`src/rtl/arch_defs_pkg.sv`:
```
// ---------------------------------------------------------------------------
// arch_defs_pkg
// Machine-wide architectural constants for the SAP-2 system.
//   DATA_WIDTH : width of the CPU data bus seen by memory-mapped peripherals.
// ---------------------------------------------------------------------------
package arch_defs_pkg;

    localparam int DATA_WIDTH = 8;

endpackage

```
`src/rtl/uart_pkg.sv`:
```
// ---------------------------------------------------------------------------
// uart_pkg
// Shared types and constants for the SAP-2 serial port.
//   parity_mode_t   : parity configuration (none / even / odd)
//   uart_rx_state_t : receiver frame-decoding states
//   RX_STAT_*       : bit positions inside the receiver status register
//   majority3       : 2-of-3 vote used when majority sampling is enabled
// ---------------------------------------------------------------------------
package uart_pkg;

    typedef enum logic [1:0] {
        PARITY_NONE = 2'd0,
        PARITY_EVEN = 2'd1,
        PARITY_ODD  = 2'd2
    } parity_mode_t;

    typedef enum logic [2:0] {
        IDLE,
        START,
        DATA,
        PARITY,
        STOP,
        BREAK
    } uart_rx_state_t;

    localparam int RX_STAT_FRAME   = 0;
    localparam int RX_STAT_PARITY  = 1;
    localparam int RX_STAT_OVERRUN = 2;
    localparam int RX_STAT_FULL    = 3;

    function automatic logic majority3(input logic a, input logic b, input logic c);
        return (a & b) | (a & c) | (b & c);
    endfunction

endpackage

```
`src/rtl/sync_fifo.sv`:
```
// ---------------------------------------------------------------------------
// sync_fifo
// Show-ahead single-clock FIFO. The head entry is visible on 'head' without
// a read; 'pop' advances to the next entry. Pushing while full is only
// accepted when a pop happens in the same clock; a pop while empty is
// ignored.
// Ports:
//   clk, reset : clock, asynchronous active-high reset
//   push, wdata: write request and data
//   pop        : remove head entry
//   full, empty: occupancy flags
//   count      : number of entries held (0..DEPTH)
//   head       : oldest entry (meaningful only when not empty)
// ---------------------------------------------------------------------------
module sync_fifo #(
    parameter int WIDTH = 8,
    parameter int DEPTH = 4
) (
    input  logic                     clk,
    input  logic                     reset,
    input  logic                     push,
    input  logic [WIDTH-1:0]         wdata,
    input  logic                     pop,
    output logic                     full,
    output logic                     empty,
    output logic [$clog2(DEPTH):0]   count,
    output logic [WIDTH-1:0]         head
);

    localparam int AW = $clog2(DEPTH);
    localparam logic [AW:0] FULL_COUNT = (AW+1)'(DEPTH);

    logic [WIDTH-1:0] mem [DEPTH];
    logic [AW-1:0]    wr_ptr;
    logic [AW-1:0]    rd_ptr;
    logic             do_push;
    logic             do_pop;

    assign full    = (count == FULL_COUNT);
    assign empty   = (count == '0);
    assign do_pop  = pop && !empty;
    assign do_push = push && (!full || do_pop);
    assign head    = mem[rd_ptr];

    // Pointers wrap naturally because DEPTH is a power of two; the separate
    // count is what tells a full FIFO apart from an empty one.
    always_ff @(posedge clk or posedge reset) begin
        if (reset) begin
            wr_ptr <= '0;
            rd_ptr <= '0;
            count  <= '0;
        end else begin
            if (do_push) begin
                wr_ptr <= wr_ptr + 1'b1;
            end
            if (do_pop) begin
                rd_ptr <= rd_ptr + 1'b1;
            end
            if (do_push && !do_pop) begin
                count <= count + 1'b1;
            end else if (!do_push && do_pop) begin
                count <= count - 1'b1;
            end
        end
    end

    // Storage needs no reset: nothing reads an entry before it is written.
    always_ff @(posedge clk) begin
        if (do_push) begin
            mem[wr_ptr] <= wdata;
        end
    end

endmodule

```
`src/rtl/uart_rx_fifo_receiver.sv`:
```
// ---------------------------------------------------------------------------
// uart_rx_fifo_receiver
// Oversampling UART receiver with a show-ahead receive FIFO and sticky
// error flags for the SAP-2 memory-mapped serial port.
// Ports:
//   clk                        : system clock
//   reset                      : asynchronous active-high reset
//   rx_serial_in_data          : asynchronous serial line, idles high
//   rx_read_strobe             : one-clock pulse, pops the FIFO head
//   rx_status_clear            : one-clock pulse, clears sticky error bits
//   rx_parallel_data_out       : FIFO head, zero-extended above DATA_BITS
//   rx_strobe_data_ready_level : high while the FIFO holds data
//   rx_status_reg              : {full, overrun, parity err, frame err}
//   rx_fifo_count              : entries currently held
// Build option:
//   UART_RX_MAJORITY_VOTE_EN   : when defined, every bit is a 2-of-3 vote of
//                                the samples at centre-1, centre, centre+1;
//                                otherwise a single centre sample is used.
// ---------------------------------------------------------------------------
module uart_rx_fifo_receiver
    import uart_pkg::*;
    import arch_defs_pkg::*;
#(
    parameter int CLOCK_SPEED = 2_000_000,
    parameter int BAUD_RATE   = 9600,
    parameter int DATA_BITS   = 8,
    parameter int PARITY_MODE = 0,
    parameter int OVERSAMPLE  = 16,
    parameter int FIFO_DEPTH  = 4
) (
    input  logic                          clk,
    input  logic                          reset,
    input  logic                          rx_serial_in_data,
    input  logic                          rx_read_strobe,
    input  logic                          rx_status_clear,
    output logic [DATA_WIDTH-1:0]         rx_parallel_data_out,
    output logic                          rx_strobe_data_ready_level,
    output logic [3:0]                    rx_status_reg,
    output logic [$clog2(FIFO_DEPTH):0]   rx_fifo_count
);

    localparam int DIV  = CLOCK_SPEED / (BAUD_RATE * OVERSAMPLE);
    localparam int TC_W = $clog2(DIV + 1);
    localparam int SC_W = $clog2(OVERSAMPLE);
    localparam int BC_W = $clog2(DATA_BITS);
    localparam parity_mode_t PMODE = parity_mode_t'(PARITY_MODE[1:0]);

`ifdef UART_RX_MAJORITY_VOTE_EN
    localparam int VOTE_LAG = 1;
`else
    localparam int VOTE_LAG = 0;
`endif

    localparam logic [SC_W-1:0] START_DEC = SC_W'(OVERSAMPLE / 2 - 1 + VOTE_LAG);
    localparam logic [SC_W-1:0] BIT_END   = SC_W'(OVERSAMPLE - 1);
    localparam logic [BC_W-1:0] LAST_BIT  = BC_W'(DATA_BITS - 1);

    uart_rx_state_t         state;
    logic                   rx_meta;
    logic                   rx_sync;
    logic                   rx_prev;
    logic                   start_edge;
    logic [TC_W-1:0]        tick_cnt;
    logic                   tick;
    logic [SC_W-1:0]        sample_cnt;
    logic [BC_W-1:0]        bit_cnt;
    logic [DATA_BITS-1:0]   shift_reg;
    logic                   parity_flag;
    logic                   parity_exp;
    logic                   bit_val;
    logic                   at_start_dec;
    logic                   at_centre;
    logic                   stop_eval;
    logic                   push;
    logic                   frame_evt;
    logic                   parity_evt;
    logic                   overrun_evt;
    logic [2:0]             new_err;
    logic [2:0]             sticky;
    logic                   fifo_full;
    logic                   fifo_empty;
    logic [DATA_BITS-1:0]   fifo_head;

    // Two-flop synchroniser plus one history flop for falling-edge detection.
    // All three reset high so a line that is already idle never looks like
    // a start bit coming out of reset.
    always_ff @(posedge clk or posedge reset) begin
        if (reset) begin
            rx_meta <= 1'b1;
            rx_sync <= 1'b1;
            rx_prev <= 1'b1;
        end else begin
            rx_meta <= rx_serial_in_data;
            rx_sync <= rx_meta;
            rx_prev <= rx_sync;
        end
    end

    assign start_edge = (state == IDLE) && rx_prev && !rx_sync;
    assign tick       = (tick_cnt == TC_W'(DIV - 1));

    // Oversample tick divider. Realigned on every start edge so the sample
    // points sit at a fixed offset from the start of each frame.
    always_ff @(posedge clk or posedge reset) begin
        if (reset) begin
            tick_cnt <= '0;
        end else if (start_edge || tick) begin
            tick_cnt <= '0;
        end else begin
            tick_cnt <= tick_cnt + 1'b1;
        end
    end

`ifdef UART_RX_MAJORITY_VOTE_EN
    logic [1:0] vote_hist;

    // Keeps the two previous tick samples so the decision taken one tick
    // after the bit centre can vote across centre-1, centre and centre+1.
    always_ff @(posedge clk or posedge reset) begin
        if (reset) begin
            vote_hist <= 2'b11;
        end else if (tick) begin
            vote_hist <= {vote_hist[0], rx_sync};
        end
    end

    assign bit_val = majority3(vote_hist[1], vote_hist[0], rx_sync);
`else
    assign bit_val = rx_sync;
`endif

    assign at_start_dec = tick && (sample_cnt == START_DEC);
    assign at_centre    = tick && (sample_cnt == BIT_END);

    // Parity the received payload should carry for the configured mode.
    always_comb begin
        parity_exp = 1'b0;
        case (PMODE)
            PARITY_EVEN: parity_exp = ^shift_reg;
            PARITY_ODD:  parity_exp = ~^shift_reg;
            default:     parity_exp = 1'b0;
        endcase
    end

    // Frame decoder. The sample counter is cleared at every decision point,
    // so after the start bit each following decision lands one full bit
    // period later, i.e. on the next bit centre.
    always_ff @(posedge clk or posedge reset) begin
        if (reset) begin
            state       <= IDLE;
            sample_cnt  <= '0;
            bit_cnt     <= '0;
            shift_reg   <= '0;
            parity_flag <= 1'b0;
        end else begin
            case (state)
                IDLE: begin
                    if (start_edge) begin
                        state      <= START;
                        sample_cnt <= '0;
                    end
                end
                START: begin
                    if (at_start_dec) begin
                        sample_cnt  <= '0;
                        bit_cnt     <= '0;
                        parity_flag <= 1'b0;
                        state       <= bit_val ? IDLE : DATA;
                    end else if (tick) begin
                        sample_cnt <= sample_cnt + 1'b1;
                    end
                end
                DATA: begin
                    if (at_centre) begin
                        sample_cnt <= '0;
                        shift_reg  <= {bit_val, shift_reg[DATA_BITS-1:1]};
                        if (bit_cnt == LAST_BIT) begin
                            state <= (PMODE != PARITY_NONE) ? PARITY : STOP;
                        end else begin
                            bit_cnt <= bit_cnt + 1'b1;
                        end
                    end else if (tick) begin
                        sample_cnt <= sample_cnt + 1'b1;
                    end
                end
                PARITY: begin
                    if (at_centre) begin
                        sample_cnt  <= '0;
                        parity_flag <= (bit_val != parity_exp);
                        state       <= STOP;
                    end else if (tick) begin
                        sample_cnt <= sample_cnt + 1'b1;
                    end
                end
                STOP: begin
                    if (at_centre) begin
                        sample_cnt <= '0;
                        state      <= bit_val ? IDLE : BREAK;
                    end else if (tick) begin
                        sample_cnt <= sample_cnt + 1'b1;
                    end
                end
                BREAK: begin
                    if (rx_sync) begin
                        state <= IDLE;
                    end
                end
                default: state <= IDLE;
            endcase
        end
    end

    // Events raised on the stop-bit decision. A push into a full FIFO is only
    // an overrun when the CPU is not popping in the very same clock.
    always_comb begin
        stop_eval   = (state == STOP) && at_centre;
        push        = stop_eval && bit_val;
        frame_evt   = stop_eval && !bit_val;
        parity_evt  = push && parity_flag;
        overrun_evt = push && fifo_full && !rx_read_strobe;
        new_err                  = '0;
        new_err[RX_STAT_FRAME]   = frame_evt;
        new_err[RX_STAT_PARITY]  = parity_evt;
        new_err[RX_STAT_OVERRUN] = overrun_evt;
    end

    // Sticky error bits. The new-error term is OR-ed after the clear so an
    // error arriving in the same clock as a clear is not lost.
    always_ff @(posedge clk or posedge reset) begin
        if (reset) begin
            sticky <= '0;
        end else begin
            sticky <= (sticky & ~{3{rx_status_clear}}) | new_err;
        end
    end

    sync_fifo #(
        .WIDTH (DATA_BITS),
        .DEPTH (FIFO_DEPTH)
    ) u_fifo (
        .clk   (clk),
        .reset (reset),
        .push  (push),
        .wdata (shift_reg),
        .pop   (rx_read_strobe),
        .full  (fifo_full),
        .empty (fifo_empty),
        .count (rx_fifo_count),
        .head  (fifo_head)
    );

    // CPU-visible view: the data port reads zero whenever nothing is queued,
    // and the full bit is live rather than sticky.
    always_comb begin
        rx_parallel_data_out       = fifo_empty ? '0 : DATA_WIDTH'(fifo_head);
        rx_strobe_data_ready_level = !fifo_empty;
        rx_status_reg              = '0;
        rx_status_reg[RX_STAT_OVERRUN:RX_STAT_FRAME] = sticky;
        rx_status_reg[RX_STAT_FULL]                  = fifo_full;
    end

endmodule
```
`config.mk`:
```
export PLATFORM = sky130hd
export DESIGN_NAME = uart_rx_fifo_receiver
export DESIGN_NICKNAME = d
export VERILOG_FILES = /design/src/rtl/arch_defs_pkg.sv /design/src/rtl/uart_pkg.sv /design/src/rtl/sync_fifo.sv /design/src/rtl/uart_rx_fifo_receiver.sv
export SDC_FILE = /design/constraint.sdc
export NUM_CORES = 1
export LEC_CHECK = 0
export CAP_MARGIN = 20
export CORE_ASPECT_RATIO = 1.5
export CORE_MARGIN = 2
export CORE_UTILIZATION = 30
export CTS_CLUSTER_DIAMETER = 150
export DETAILED_ROUTE_END_ITERATION = 12
export GPL_TIMING_DRIVEN = 0
export PLACE_DENSITY = 0.51
export SKIP_LAST_GASP = 1
export SLEW_MARGIN = 30
export SYNTH_ARGS = -nofsm -noshare
export SYNTH_HDL_FRONTEND = slang
export SYNTH_SLANG_ARGS = --single-unit
```
`constraint.sdc`:
```
create_clock -name clk -period 2.6 [get_ports clk]
set_clock_uncertainty 0.2 [all_clocks]
set_input_delay 0.78 -clock clk [delete_from_list [all_inputs] [get_ports clk]]
set_output_delay 0.78 -clock clk [all_outputs]
set_load 0.01 [all_outputs]
```
==> impl_results.md, run 1 <==
* Status: complete, but fails checks
* Failing checks: negative setup slack
* Clk root buf: clkbuf_16
* Layout cells sized above 1 at 0.342
* Drt first pass iters at 4
* Io pins at 21
* Filler instances at 935
* Req. time, crit path at ~1.6 ns
* Setup-failing EPs final at 6
* Max reg flops at 32
* CTS tree: built
* Via count at 1,922
* Die extent in y at 128 µm
* Slowest stage cell, crit path: mux4_2
* GRT Util Overall at 0.118
* Crit path max fanout at 5
* Synth async-reset ratio at 0.529
* Setup crit start kind: flip-flop
* Post-Route WL at 6090 µm
* CTS H-tree lvls at 3
* Initial antenna violation count at 0
* Critical path class: flip-flop to output port
* DRC at 0
* Drt wl/cell at 15.8 µm
* CTS Buf Count at 9
* Max-Cap Viols at 0
* Main synth FF type: dfrtp_1
* Least-Margin Pin Slew at 0.707 ns
* DPL Wire Length at 3940 µm
* Cell Area, Placed at 0.00347 mm²
* Leakage at 1.70 nW
* Worst vdd ir at 0.341 mV
* I/O Buffers at 20
* Post-synthesis cell type count at 49
* Crit-path max cell delay at approximately 0.51 ns
* Die ar. at ~0.011 mm²
* Syn_nets at 233
* Yosys warns at 0
* Hold path depth at 0
* Rel. slew slack at 0.528
* Post-synth EDFFs at 32
* Cells after Synth at 217
* Worst skew pair latency at 0.33 ns
* Final worst slack at -0.0582 ns
* DRT iter0 DRCs at 47
* CP Data Arrival Time at about 1.7 ns
* Layout Nets at 280
* Worst min path class: flip-flop to flip-flop
* Avg Cell Area, Syn at around 14 µm²
* RePlAce Congestion at ~0.84
* Pwr dens at 875 mW/mm²
* Antenna diode count at 0
* Clock Path Buffers at 2
* Vias in the first global route at around 1.9k
* Die extent in x at between 80 and 90 µm
* Detail Route Antenna Nets at 0
* Row count at 45
* Largest net degree at the start of global routing at 27
* Area grow syn2layout at 29.3%
* Seq. cell area at around 0.0019 mm²
* Pwr Total at approximately 3.5 mW
* Grt total ovfl at 0
* Core Area at 0.0101 mm²
* Area of the multi-input gates at 0.00120 mm²
* Mapped Area at 0.00308 mm²
* Final Hold Viols at 0
* Number of synthesized register bits at 68
* Slew Limit Fails at 0
* Worst r2r path cells at 9
* Clk slew on worst S/H paths at 0.05 ns
* Global-route wire length before repair at 9770 µm
* # clock sinks at slightly below 70
* RSZ-0062 raised after global routing: yes
* Post-synthesis sequential area ratio at 0.605
* Final Cell Area at about 0.004 mm²
* Crit. End Element: output port
* DR vias/cell at 4.98
* Tmin final at 2.66 ns
* Max Freq at 376 MHz
* Crit-path cells: buf_4, mux4_2, and2_1, buf_2
* Initial Utilization at 0.306
* Final Cycle Share at 1.02
[final cells by class]
cell class	count	area share
flip-flops and latches	68	0.469
multi-input cells	127	0.300
repair buffers	39	0.0885
clock buffers	10	0.0574
well taps	117	0.0367
clock inverters	6	0.0257
inverters	13	0.0122
plain buffers	6	0.0104
[stage by stage]
stage               utilization  hold WS (ns)  cells  setup TNS, ns  setup slack, ns
floorplan                     -         0.145    217        -0.0312          -0.0262
global placement          0.343         0.147    354         -10.63           -0.306
detailed placement        0.345         0.148    355          -3.98           -0.295
CTS                       0.393         0.156    385         -0.810           -0.162
global route              0.396         0.163    386         -0.786           -0.129
finish                    0.396         0.155    386         -0.303          -0.0582
[Yosys cell counts (all sizes together), types with 2 or more instances]
cell type	instances	area, µm²
mux4	8	180
a21oi	7	35.0
edfxtp	32	961
nor2	8	37.5
o31ai	2	15.0
dfstp	3	78.8
nand2	4	15.0
nand4	2	12.5
or4	2	15.0
or3b	3	28.8
buf	6	32.5
nor3b	2	15.0
and2b	3	22.5
or3	2	12.5
inv	13	48.8
o21ai	7	35.0
xor2	3	26.3
and2	12	75.1
a32o	3	30.0
xnor2	5	43.8
nand3	8	52.6
dfrtp	33	826
nor2b	4	25.0
ha	10	125
mux2	11	124
clkbuf	3	11.3
a22o	2	17.5
nor3	2	10.0
[worst max-delay path: cells and delay by family, from the launching register on]
family | cells | cell delay, ns
buffers and inverters | 2 | 0.32
and+or+nand+nor | 1 | 0.14
DFF | 1 | 0.38
muxes | 1 | 0.51
[cells by family after synthesis]
kind of cell | after synthesis | share of synthesized area
flip-flops | 68 | 0.605
AND/OR/NAND/NOR | 59 | 0.129
AO/OA/AOI/OAI | 30 | 0.0682
buffers and inverters | 22 | 0.0300
multiplexers | 19 | 0.0986
adder cells (fa/ha/maj) | 11 | 0.0471
XOR/XNOR | 8 | 0.0227
[timing repair]
action | in CTS | in global routing
pin swaps | 10 | 10
hold buffers | 0 | 0
endpoints found under the setup margin | 36 | 35
gates cloned | 2 | 0
hold endpoints to repair | 0 | 0
setup buffers | 13 | 4
resized for setup | 50 | 12
[report_power, final]
group | internal, mW | switching, mW | leakage [nW] | total (mW)
clock | 0.928 | 0.430 | 0.162 | 1.36
sequential | 1.22 | 0.131 | 0.836 | 1.35
combinational | 0.441 | 0.336 | 0.701 | 0.778
total | 2.59 | 0.898 | 1.70 | 3.49
[layer usage]
metal | vias up | part of all wire | GRT usage
met5 | - | 0 | 0
met4 | 0 | 0.022 | 0.0478
met3 | 14 | 0.032 | 0.0348
met2 | 32 | 0.58 | 0.215
met1 | 976 | 0.37 | 0.125
li1 | 900 | - | -
[worst paths after layout]
kind	startpoint	slack, ns	to
max	u_fifo.rd_ptr[0]	-0.06	rx_parallel_data_out[6]
min	rx_meta	0.16	bit_val
max reg2reg	bit_val	0.03	u_fifo.count[2]
min reg2reg	rx_meta	0.16	bit_val
max in group asynchronous	reset	1.23	u_fifo.rd_ptr[0]
min in group asynchronous	reset	0.53	tick_cnt[1]
[cells in the final DEF, fill, tap and decap left out, types with 4 or more instances in the layout]
cell type / n
a21oi_1: 7
and2_1: 9
buf_2: 8
buf_4: 16
buf_6: 4
clkbuf_16: 9
clkdlybuf4s50_1: 10
dfrtp_1: 29
dfrtp_2: 4
edfxtp_1: 32
ha_1: 7
inv_1: 11
mux2_2: 11
mux4_2: 8
nand2_1: 4
nand3_1: 6
nor2_1: 7
nor2b_1: 4
o21ai_0: 7
xnor2_1: 5
(Power assumes the default switching activity.)
==> inputs of run 2 (changes only) <==
--- a/constraint.sdc
+++ b/constraint.sdc
@@ -4,2 +4,2 @@
 set_output_delay 0.78 -clock clk [all_outputs]
-set_load 0.01 [all_outputs]
+set_load 0.05 [all_outputs]
==> run 2 against run 1 <==
The flow still finishes with violations (negative setup slack). Die area stayed put. Largest cell class unchanged. Critical path type unchanged. Critical endpoint unchanged. Hold slack about the same. Clock power fell by 12%.
==> impl_results.md, run 2 (synthesized netlist as in run 1, its figures left out) <==
* Clock Path Buffers at 2 (unchanged)
* RSZ-0062 raised after global routing: yes (unchanged)
* Failing checks: negative setup slack (unchanged)
* CP Data Arrival Time at 1.66 ns (was 1.68 ns)
* Crit. End Element: output port (unchanged)
* Crit path max fanout at 5 (unchanged)
* RePlAce Congestion at 0.834 (was 0.840)
* Global-route wire length before repair at 9400 µm (was 9770 µm)
* Setup crit start kind: flip-flop (unchanged)
* Tmin final at 2.64 ns (was 2.66 ns)
* Fin Hold WS at 0.156 ns (was 0.155 ns)
* CTS H-tree lvls at 3 (unchanged)
* Clk root buf: clkbuf_16 (unchanged)
* Worst skew pair latency at 0.33 ns (about the same)
* Io pins at 21 (unchanged)
* DR vias/cell at 4.88 (was 4.98)
* Grt total ovfl at 0 (unchanged)
* Switching power of the nets at 993 µW (was 898 µW)
* Hold Buf Count CTS at 0 (unchanged)
* Initial antenna violation count at 0 (unchanged)
* Reg2Reg Setup Slack at 0.05 ns (was 0.03 ns)
* Drt first pass iters at 4 (unchanged)
* Combinational power share at 0.243 (was 0.223)
* GRT Util Overall at 0.114 (was 0.118)
* Hold path endpoint: bit_val (unchanged)
* DPL Wire Length at 3890 µm (was 3940 µm)
* Area of the multi-input gates at 0.00120 mm² (about the same)
* CTS tree: built (unchanged)
* Worst r2r path cells at 9 (unchanged)
* Post-Route WL at 5930 µm (was 6090 µm)
* CTS Buf Count at 9 (unchanged)
* Worst vdd ir at 0.310 mV (was 0.341 mV)
* Least-Margin Pin Slew at 0.728 ns (was 0.707 ns)
* Core Area at 0.0101 mm² (unchanged)
* Filler instances at 955 (was 935)
* Final Cycle Share at 1.02 (about the same)
* Die extent in y at 128 µm (unchanged)
* Worst min path class: flip-flop to flip-flop (unchanged)
* Drt wl/cell at 15.5 µm (was 15.8 µm)
* RR Endpoint: u_fifo.count[2] (unchanged)
* Reg-to-Reg Start: bit_val (unchanged)
* Max reg flops at 32 (unchanged)
* Setup-failing EPs final at 8 (was 6)
* Antenna diode count at 0 (unchanged)
* DRT iter0 DRCs at 77 (was 47)
* Detail Route Antenna Nets at 0 (unchanged)
* Leakage at 1.68 nW (was 1.70 nW)
* Dpl ws at -0.475 ns (was -0.295 ns)
* Commonest non-fill, non-tap cell in the layout: edfxtp_1 (unchanged)
* Critical path class: flip-flop to output port (unchanged)
* Internal Power at 2.39 mW (was 2.59 mW)
* Hold path depth at 0 (unchanged)
* Pwr dens at 847 mW/mm² (was 875 mW/mm²)
* Max Freq at 379 MHz (was 376 MHz)
* Final worst slack at -0.0414 ns (was -0.0582 ns)
* Clk slew on worst S/H paths at 0.05 ns (about the same)
* Total placed cells including tap cells at 355 (unchanged)
* Vias in the first global route at 1,896 (was 1,887)
* Largest net degree at the start of global routing at 21 (was 27)
* Area grow syn2layout at 29.6% (was 29.3%)
* Max-Cap Viols at 0 (unchanged)
* Clk pwr share at 0.355 (was 0.389)
* Layout Nets at 276 (was 280)
* Initial Utilization at 0.306 (unchanged)
* Layout cells sized above 1 at 0.370 (was 0.342)
* DRC at 0 (unchanged)
* # clock sinks at 68 (unchanged)
* Status: complete, but fails checks (unchanged)
* Die extent in x at 86.8 µm (unchanged)
* Req. time, crit path at 1.62 ns (about the same)
* Via count at 1,865 (was 1,922)
* Die ar. at 0.0111 mm² (unchanged)
* TNS Setup at -0.286 ns (was -0.303 ns)
* Seq. cell area at 0.00187 mm² (unchanged)
* Worst Min Path Start: rx_meta (unchanged)
* Switching share of power at 0.293 (was 0.257)
* I/O Buffers at 20 (unchanged)
* Sequential group share of total power at 0.402 (was 0.388)
* Commonest non-fill, non-tap cells in the layout: edfxtp_1, dfrtp_1, buf_4 (unchanged)
* Rel. slew slack at 0.514 (was 0.528)
* Final Hold Viols at 0 (unchanged)
* Row count at 45 (unchanged)
* Fin cells at 382 (was 386)
* Slew Limit Fails at 0 (unchanged)
[run 2: stage by stage]
step / power, mW / utilization / area (µm²)
CTS: 3.38 / 0.389 / 3920
global route: 3.54 / 0.397 / 4000
global placement: 2.04 / 0.344 / 3470
detailed placement: 2.06 / 0.347 / 3490
floorplan: 1.85 / - / 3120
finish: 3.38 / 0.397 / 4000
[run 2: layout make-up]
type                       instances  area share
sequential                        68       0.468
multi-input combinational        127       0.300
timing repair buffer              34      0.0955
clock buffer                      11      0.0607
tap                              117      0.0366
buffer                             7      0.0138
clock inverter                     5      0.0128
inverter                          13      0.0122
[run 2: critical path, cell delays in order, from the launching register on]
cell     delay [ns]
dfrtp_2        0.40
buf_8          0.14
mux4_2         0.50
and2_4         0.15
buf_8          0.14
[run 2: per-layer routing]
layer  share of wire  wire length (µm)  vias up  global-route usage
met5               0                 0        -                   0
li1                -                 -      895                   -
met3           0.030               179       17              0.0309
met2            0.55              3290       32               0.203
met4           0.030               176        0              0.0653
met1            0.39              2280      921               0.118
[run 2: worst max path at each step]
stage	slack, ns	end	startpoint	cells past startpoint
6_report	-0.04	rx_parallel_data_out[6]	u_fifo.rd_ptr[0]	4
5_1_grt	-0.1	rx_parallel_data_out[6]	u_fifo.rd_ptr[0]	4
4_1_cts	-0.11	rx_parallel_data_out[6]	u_fifo.rd_ptr[0]	4
3_5_place_dp	-0.47	rx_parallel_data_out[7]	u_fifo.rd_ptr[1]	4
3_3_place_gp	-0.48	rx_parallel_data_out[6]	u_fifo.rd_ptr[1]	4
2_1_floorplan	-0.02	u_fifo.count[2]	bit_val	10
[run 2: repair_timing]
action	CTS	global route
pin swaps	12	6
buffers inserted	5	7
gates cloned	1	0
setup endpoints to repair	28	43
hold endpoints to repair	0	0
resized for setup	88	11
[run 2: power by group through the flow]
stage / clock, mW / sequential, mW / combinational [mW]
floorplan: 0 / 1.40 / 0.449
CTS: 1.23 / 1.36 / 0.788
global placement: 0 / 1.34 / 0.702
finish: 1.20 / 1.36 / 0.822
global route: 1.26 / 1.37 / 0.905
detailed placement: 0 / 1.34 / 0.720
==> RTL edit (flow settings as in run 1) <==
`PARITY_MODE`: 0 -> 1.
--- a/src/rtl/uart_rx_fifo_receiver.sv
+++ b/src/rtl/uart_rx_fifo_receiver.sv
@@ -24,7 +24,7 @@
     parameter int CLOCK_SPEED = 2_000_000,
     parameter int BAUD_RATE   = 9600,
     parameter int DATA_BITS   = 8,
-    parameter int PARITY_MODE = 0,
+    parameter int PARITY_MODE = 1,
     parameter int OVERSAMPLE  = 16,
     parameter int FIFO_DEPTH  = 4
 ) (
Function: same outputs for any inputs over 10 cycles, from zero or initial values and one cycle with reset high; that may be too few to reach the edited logic, so the function may still have changed.
==> RTL edit against run 1 <==
- the run still ends with negative setup slack left
- highest routed layer unchanged
- design area shrank 2.0%
- area after synthesis increased by 1.5%
- setup slack worse by 3.4 ps
- wire length is 4.3% lower
- sequential cell count unchanged
- critical path depth is 1 higher
- cell count rose by 0.26%
- die area grew 1.5%
- synthesized cell count increased by 4.6%
- power increased by 0.85%
==> RTL edit: results (changes against run 1) <==
Min path
  • Hold Crit Class: register to register (unchanged)

Finish
  • Antenna diodes: 0 (unchanged)
  • # fillers: 984 (was 935)
  • Fin nets: 281 (was 280)
  • Number of flip-flops in the largest register: 32 (unchanged)
  • Share of post-route cells with drive strength above 1: 0.2741 (was 0.3420)

Critical path
  • Cells on worst reg2reg path: 12 (was 9)
  • Crit-path slowest cell: mux4_2 (unchanged)
  • Worst r2r dst: u_fifo.count[2] (unchanged)
  • CP peak stage delay: 470 ps (was 510 ps)
  • Flop2flop setup slack: 70 ps (was 30 ps)
  • Critical path data arrival time: 1680 ps (about the same)
  • Worst setup path endpoint: rx_parallel_data_out[6] (unchanged)
  • Setup crit start: u_fifo.rd_ptr[0] (unchanged)
  • Crit Path Max Fanout: 8 (was 5)
  • Worst reg2reg startpoint: tick_cnt[0] (was bit_val)

Clock tree
  • CTS Buf Count: 9 (unchanged)
  • Clock Latency Late Sink: ~320 ps
  • Clock Pin Slew Worst Setup and Hold Paths: 50 ps (about the same)
  • Max Root-Sink Buffers: 2 (unchanged)
  • Clk root buf: clkbuf_16 (unchanged)
  • H-Tree Depth: 3 (unchanged)

Yosys
  • Asr flop ratio synth: 0.5294 (unchanged)
  • Top_reg_cell synth: dfrtp_1 (unchanged)
  • Syn. warnings: 0 (unchanged)
  • Net Count, Synth: 243 (was 233)
  • Number of synthesized flops with an enable pin: 32 (unchanged)
  • Synth cell count leaders: dfrtp_1, edfxtp_1, and2_1, inv_1, mux2_2 (was dfrtp_1, edfxtp_1, inv_1, and2_1, mux2_2)
  • Post-synth cell types: 52 (was 49)
  • Sequential share of the synthesized area: 0.5957 (was 0.6049)
  • Top cells by area, synth: edfxtp_1, dfrtp_1, mux4_2 (unchanged)

Drt
  • Vias per cell: 4.842 (was 4.979)
  • First-pass DRT Iterations: 4 (unchanged)
  • Violation count after the first detailed-routing iteration: 64 (was 47)
  • Final wirelength: 5.827 mm (was 6.089 mm)

STA
  • Endpoints failing setup: 3 (was 6)
  • Crit path setup slack, layout: -61.66 ps (was -58.23 ps)
  • Setup TNS Final: -161.7 ps (was -302.8 ps)
  • Rel. slew slack: 0.6741 (was 0.5277)

Global routing
  • Initial antenna violation count: 0 (unchanged)
  • Vias in the first global route: 1983 (was 1887)
  • Largest net degree at the start of global routing: 21 (was 27)
  • Total Routing Usage GR: 0.1173 (was 0.1184)
  • First-pass GRT wire length: 10.01 mm (was 9.770 mm)

Run status
  • Status: finished with violations (unchanged)
  • Failing checks: negative setup slack (unchanged)

Placement
  • Post-Place Worst Slack: -435.9 ps (was -294.9 ps)
  • I/O Buffers: 20 (unchanged)
  • GPL Wtd Cong: 0.7819 (was 0.8400)
  • Half-perimeter wire length after detailed placement: 4.060 mm (was 3.941 mm)

Power
  • Leakage Power: 0.001628 uW (was 0.001698 uW)
  • Switching power total: 915.4 uW (was 897.7 uW)
  • Peak VDD IR: 0.0003520 V (was 0.0003406 V)
[RTL edit: worst min path at each step]
stage / startpoint / to / slack [ps] / cells after the start
2_1_floorplan: rx_meta / bit_val / 150 / 0
3_3_place_gp: rx_meta / bit_val / 150 / 0
3_5_place_dp: rx_meta / bit_val / 150 / 0
4_1_cts: rx_meta / bit_val / 160 / 0
5_1_grt: rx_meta / bit_val / 160 / 0
6_report: rx_meta / bit_val / 160 / 0
[RTL edit: worst max-delay path, delay by kind of cell, from the launching register on]
kind | cells | cell delay [ps]
and+or+nand+nor | 1 | 150
muxes | 1 | 470
buffers and inverters | 3 | 390
DFF | 1 | 350
[RTL edit: power groups by stage]
| stage | clock network (uW) | registers, uW | logic (uW) |
|---|---|---|---|
| 6_report | 1260 | 1340 | 923 |
| 4_1_cts | 1300 | 1340 | 920 |
| 5_1_grt | 1360 | 1360 | 1030 |
| 3_5_place_dp | 0 | 1330 | 854 |
| 2_1_floorplan | 0 | 1320 | 528 |
| 3_3_place_gp | 0 | 1320 | 837 |
[RTL edit: logic make-up after synthesis]
kind of cell	after synthesis	share of synthesized area
fa+ha+maj	11	0.04634
xor+xnor	15	0.04634
flops	68	0.5957
compound gates	31	0.06912
mux	19	0.09708
simple gates	61	0.1155
buf+inv	22	0.02996
[RTL edit: what timing repair did]
action                                  4_1_cts  5_1_grt
buffers inserted                              7        0
hold buffers                                  0        0
pin swaps                                     8        4
resized for setup                            50        7
hold endpoints to repair                      0        0
endpoints found under the setup margin       12       12
[RTL edit: area by class of cell]
class | count | share of cell area
flip-flops and latches | 68 | 0.4779
clock inverters | 6 | 0.02049
well taps | 117 | 0.03745
repair buffers | 28 | 0.06818
inverters | 12 | 0.01152
multi-input cells | 137 | 0.3089
clock buffers | 10 | 0.05858
plain buffers | 9 | 0.01697
[RTL edit: layer usage]
layer,GRT usage,share of wire,vias to the layer above
met5,0,0,-
met4,0.05339,0.017,0
met3,0.03503,0.029,8
met2,0.1947,0.54,25
met1,0.1386,0.42,938
li1,-,-,903
[RTL edit: per-stage QoR]
| step | instance area, um^2 | total power (uW) | instances |
|---|---|---|---|
| CTS | 3884 | 3561 | 387 |
| detailed placement | 3506 | 2181 | 365 |
| global placement | 3478 | 2162 | 364 |
| floorplan | 3132 | 1848 | 227 |
| finish | 3909 | 3520 | 387 |
| global route | 3909 | 3740 | 387 |
